[src/rtl/color_hsv_fsm.sv]
// Two-level Moore sequencer: Blue/Red colour FSM with a nested, timed HSV sub-machine.
// Outputs decode registered state only; the run phase is paced by an internal counter.
module color_hsv_fsm #(
  parameter int WIDTH       = 2,
  parameter int HSV_TIMEOUT = 4,
  parameter int RESET_RED   = 1
) (
  input  logic             clk,
  input  logic             rst_n,
  input  logic             in_valid,
  input  logic [WIDTH-1:0] in,
  output logic [WIDTH-1:0] out,
  output logic [2:0]       state_o,
  output logic             in_hsv
);

  localparam int CW = (HSV_TIMEOUT > 1) ? $clog2(HSV_TIMEOUT) : 1;

  typedef enum logic [2:0] {
    BLUE     = 3'd0,
    RED      = 3'd1,
    HSV_IDLE = 3'd2,
    HSV_RUN  = 3'd3,
    HSV_DONE = 3'd4
  } state_t;

  localparam state_t RESET_STATE = (RESET_RED != 0) ? RED : BLUE;

  localparam logic [WIDTH-1:0] CMD_EXIT   = WIDTH'(0);
  localparam logic [WIDTH-1:0] CMD_TOGGLE = WIDTH'(1);
  localparam logic [WIDTH-1:0] CMD_ENTER  = WIDTH'(2);
  localparam logic [WIDTH-1:0] CMD_START  = WIDTH'(3);
  localparam logic [CW-1:0]    COUNT_LAST = CW'(HSV_TIMEOUT - 1);

  state_t        state_reg, state_next;
  logic [CW-1:0] count_reg, count_next;

  always_ff @(posedge clk or negedge rst_n) begin
    if (!rst_n) begin
      state_reg <= RESET_STATE;
      count_reg <= '0;
    end else begin
      state_reg <= state_next;
      count_reg <= count_next;
    end
  end

  // Counter defaults to zero so it is cleared in every state except a continuing run.
  always_comb begin
    state_next = state_reg;
    count_next = '0;
    case (state_reg)
      BLUE: begin
        if (in_valid && in == CMD_TOGGLE) state_next = RED;
      end
      RED: begin
        if (in_valid && in == CMD_TOGGLE)     state_next = BLUE;
        else if (in_valid && in == CMD_ENTER) state_next = HSV_IDLE;
      end
      HSV_IDLE: begin
        if (in_valid && in == CMD_EXIT)       state_next = RED;
        else if (in_valid && in == CMD_START) state_next = HSV_RUN;
      end
      HSV_RUN: begin
        // Abort has priority over the timeout firing in the same cycle.
        if (in_valid && in == CMD_EXIT) begin
          state_next = RED;
        end else if (count_reg == COUNT_LAST) begin
          state_next = HSV_DONE;
        end else begin
          count_next = count_reg + CW'(1);
        end
      end
      HSV_DONE: state_next = RED;
      default:  state_next = RESET_STATE;
    endcase
  end

  always_comb begin
    out    = '0;
    in_hsv = 1'b0;
    case (state_reg)
      BLUE:     out = WIDTH'(1);
      RED:      out = WIDTH'(2);
      HSV_IDLE: begin out = WIDTH'(2); in_hsv = 1'b1; end
      HSV_RUN:  begin out = WIDTH'(count_reg); in_hsv = 1'b1; end
      HSV_DONE: begin out = '1; in_hsv = 1'b1; end
      default:  out = '0;
    endcase
  end

  assign state_o = state_reg;

endmodule

[config.mk]
export PLATFORM = sky130hd
export DESIGN_NAME = color_hsv_fsm
export DESIGN_NICKNAME = d
export VERILOG_FILES = /design/src/rtl/color_hsv_fsm.sv
export SDC_FILE = /design/constraint.sdc
export NUM_CORES = 1
export LEC_CHECK = 0
export CORE_AREA = 2 2 39 41
export CTS_BUF_LIST = sky130_fd_sc_hd__clkbuf_8
export CTS_CLUSTER_SIZE = 20
export DETAILED_ROUTE_END_ITERATION = 8
export DIE_AREA = 0 0 41 43
export GPL_TIMING_DRIVEN = 1
export PLACE_DENSITY = 0.61
export SLEW_MARGIN = 20
export SYNTH_ARGS = -nofsm -noshare
export SYNTH_HDL_FRONTEND = slang
export SYNTH_SLANG_ARGS = --single-unit
[constraint.sdc]
create_clock -name clk -period 1.25 [get_ports clk]
set_input_delay 0.1875 -clock clk [delete_from_list [all_inputs] [get_ports clk]]
set_output_delay 0.1875 -clock clk [all_outputs]
set_load 0.1 [all_outputs]
==> summary.md <==
| Metric | Value |
|---|---|
| Final setup fails | `7` |
| GRT Residual Overflow | `0` |
| Critical path capture point type | `output port` |
| Number of max-cap violations | `0` |
| DRC violation count after routing | `0` |
| Filler instances | `126` |
| Register area | `137.6 µm²` |
| Simple logic cell fraction of the synthesized area | `30.63%` |
| Multiplexer share of the synthesized area | `2.817%` |
| TritonCTS Buffers | `3` |
| Slew HR | `79.36%` |
| Number of antenna violations at the first check in global routing | `0` |
| Arr. time, crit path | `1330 ps` |
| Mapped Area | `355.3 µm²` |
| First-pass GRT wire length | `1324 µm` |
| CTS sink cnt | `5` |
| Detailed-placement wirelength estimate | `597.9 µm` |
| CTS tree | `built` |
| Fin area | `699.4 µm²` |
| Area occupied by multi-input gates | `250.2 µm²` |
| Max reg flops | `3` |
| Vias per cell | `4.595` |
| Starting Density | `25.68%` |
| Finished Layout Cells | `74` |
| DR pass1 iterations | `4` |
| Hold Path Class | `in2async` |
| RSZ-0062 raised after global routing | `yes` |
| Largest family of logic cells by synthesized area | `simple AND/OR/NAND/NOR gates` |
| Synth unique cells | `26` |
| I/O pins | `11` |
| Final Net Count | `65` |
| Clk_skew | `2.603 ps` |
| Rows | `14` |
| Fin crit share | `121.5%` |
| Port Buffers | `10` |
| Global Route Usage Sum | `11.63%` |
| Post-Synth Adder-Cell Area | `3.521%` |
| WHS | `192.1 ps` |
| Crit path max fanout | `6` |
| Final slew viol count | `0` |
| Die Span Y | `43 µm` |
| Syn Nets | `43` |
| Wirelength per Cell | `11.28 µm` |
| Final setup margin | `-268.6 ps` |
| Clk slew on worst S/H paths | `30 ps` |
| Ant diodes | `0` |
| Pin count of the biggest net entering global routing | `8` |
| Syn_area_per_cell | `9.604 µm²` |
| Critical Path Start Type | `register` |
| Synth Area in XOR/XNOR | `0%` |
| Placed Area | `606.8 µm²` |
| H-tree levels | `1` |
| Share of cells above drive strength 1 | `60.34%` |
| Antenna Nets Post-Route | `0` |
| Die W | `41 µm` |
| Core box area | `1384 µm²` |
| Vias | `340` |
| DRT iter0 DRCs | `7` |
| RD Place Congestion | `0.6636` |
| Failing checks | `setup timing` |
| Status | `complete, but fails checks` |
| Worst setup path category | `reg2out` |
| Post-route minimum period | `1519 ps` |
| Setup TNS | `-1204 ps` |
| Worst-Margin Slew | `308.3 ps` |
| Post-synthesis compound-gate area fraction | `17.61%` |
| FMAX | `658.5 MHz` |
| Synthesized instance count | `37` |
| Area of the die | `1763 µm²` |
| Area growth, synth to finish | `96.83%` |
| Critical Path RT | `1060 ps` |
| Final hold vios | `0` |
| Worst skew pair latency | `220 ps` |
| FF+latch count, synth | `5` |
| Post-Route WL | `835 µm` |
| Ys Warns | `0` |
| Cells after DPL | `67` |
| Post-synthesis sequential area ratio | `35.56%` |
| Vias in the first global route | `337` |
| Cell chosen for the clock root | `clkbuf_8` |
| CTS Buffer Depth | `2` |
routing by layer:
layer | GRT usage (%) | wire, µm | vias to the layer above
met5 | 0 | 0 | -
met4 | 8.000 | 12 | 0
met3 | 4.712 | 49 | 2
met2 | 16.56 | 421 | 10
met1 | 13.49 | 350 | 151
li1 | - | - | 177
synthesized netlist by cell type:
cell type  number  area, µm²
and2_1          2      12.51
o21ai_0         2      10.01
a21oi_1         3      15.01
o21a_1          1      7.510
nor3_1          1      5.000
nand2_1         1      3.750
and3_2          1      7.510
and4b_1         1      10.01
buf_6           1      11.26
a21o_1          1      7.510
nand2_2         1      6.260
nor4b_2         1      15.01
a31oi_1         1      6.260
dfstp_2         1      26.28
nor2_1          2      7.510
ha_1            1      12.51
inv_1           3      11.26
nor3b_2         2      25.02
buf_2           1      5.000
nor3_2          1      10.01
mux2i_1         1      10.01
dfrtp_1         4      100.1
a311oi_1        1      8.760
buf_4           1      7.510
nor4_1          1      6.260
o211ai_1        1      7.510
layout by cell type, fill, tap and decap left out, drive strengths merged:
| master | Yosys | layout |
|---|---|---|
| buf | 3 | 16 |
| inv | 3 | 4 |
| clkdlybuf4s50 | 0 | 4 |
| dfrtp | 4 | 4 |
| clkbuf | 0 | 3 |
| a21oi | 3 | 3 |
| nor3b | 2 | 2 |
| nor3 | 2 | 2 |
| and2 | 2 | 2 |
| nand2 | 2 | 2 |
| nor2 | 2 | 2 |
| o21ai | 2 | 2 |
| o21a | 1 | 1 |
| a21o | 1 | 1 |
| nor4b | 1 | 1 |
| and4b | 1 | 1 |
| a311oi | 1 | 1 |
| mux2i | 1 | 1 |
| o211ai | 1 | 1 |
| a31oi | 1 | 1 |
| and3 | 1 | 1 |
| nor4 | 1 | 1 |
| ha | 1 | 1 |
| dfstp | 1 | 1 |
through the flow:
step | setup WS (ps) | utilization [%]
2_1_floorplan | -411.0 | -
5_1_grt | -322.6 | 50.54
3_5_place_dp | -114.0 | 43.85
4_1_cts | -307.3 | 48.92
3_3_place_gp | -93.70 | 43.85
6_report | -268.6 | 50.54
cell type report:
cell class	count	share of cell area, %
inverters	3	1.610
clock buffers	3	5.903
flip-flops and latches	5	19.68
clock inverters	1	0.5367
repair buffers	20	33.63
multi-input cells	26	35.78
well taps	16	2.862
cell families after synthesis:
kind of cell | Yosys count
compound gates | 10
fa+ha+maj | 1
buf+inv | 6
mux | 1
flops | 5
simple gates | 14
final timing paths:
kind                               from           end  slack, ps  depth (start not counted)
setup reg to reg             state_o[0]    state_o[0]       -260                          5
min in group clk           count_reg[0]  count_reg[0]        550                          2
hold reg to reg            count_reg[0]  count_reg[0]        550                          2
hold / removal                    rst_n    state_o[2]        190                          1
setup / recovery             state_o[0]        out[1]       -270                          4
max in group asynchronous         rst_n    state_o[0]        800                          1
worst max-delay path, stage by stage, from the launching register on:
cell and delay, ps:
dfstp_4 650, nor3_4 40, a21oi_2 110, o21a_4 140, buf_12 160
what timing repair did:
action,CTS,global route
buffers inserted,3,0
hold buffers,0,0
setup endpoints to repair,6,10
resized for setup,1,4
pin swaps,4,2
Power is not shown: default switching activity piles up to over one toggle a cycle in this logic, so the estimate is an artifact.
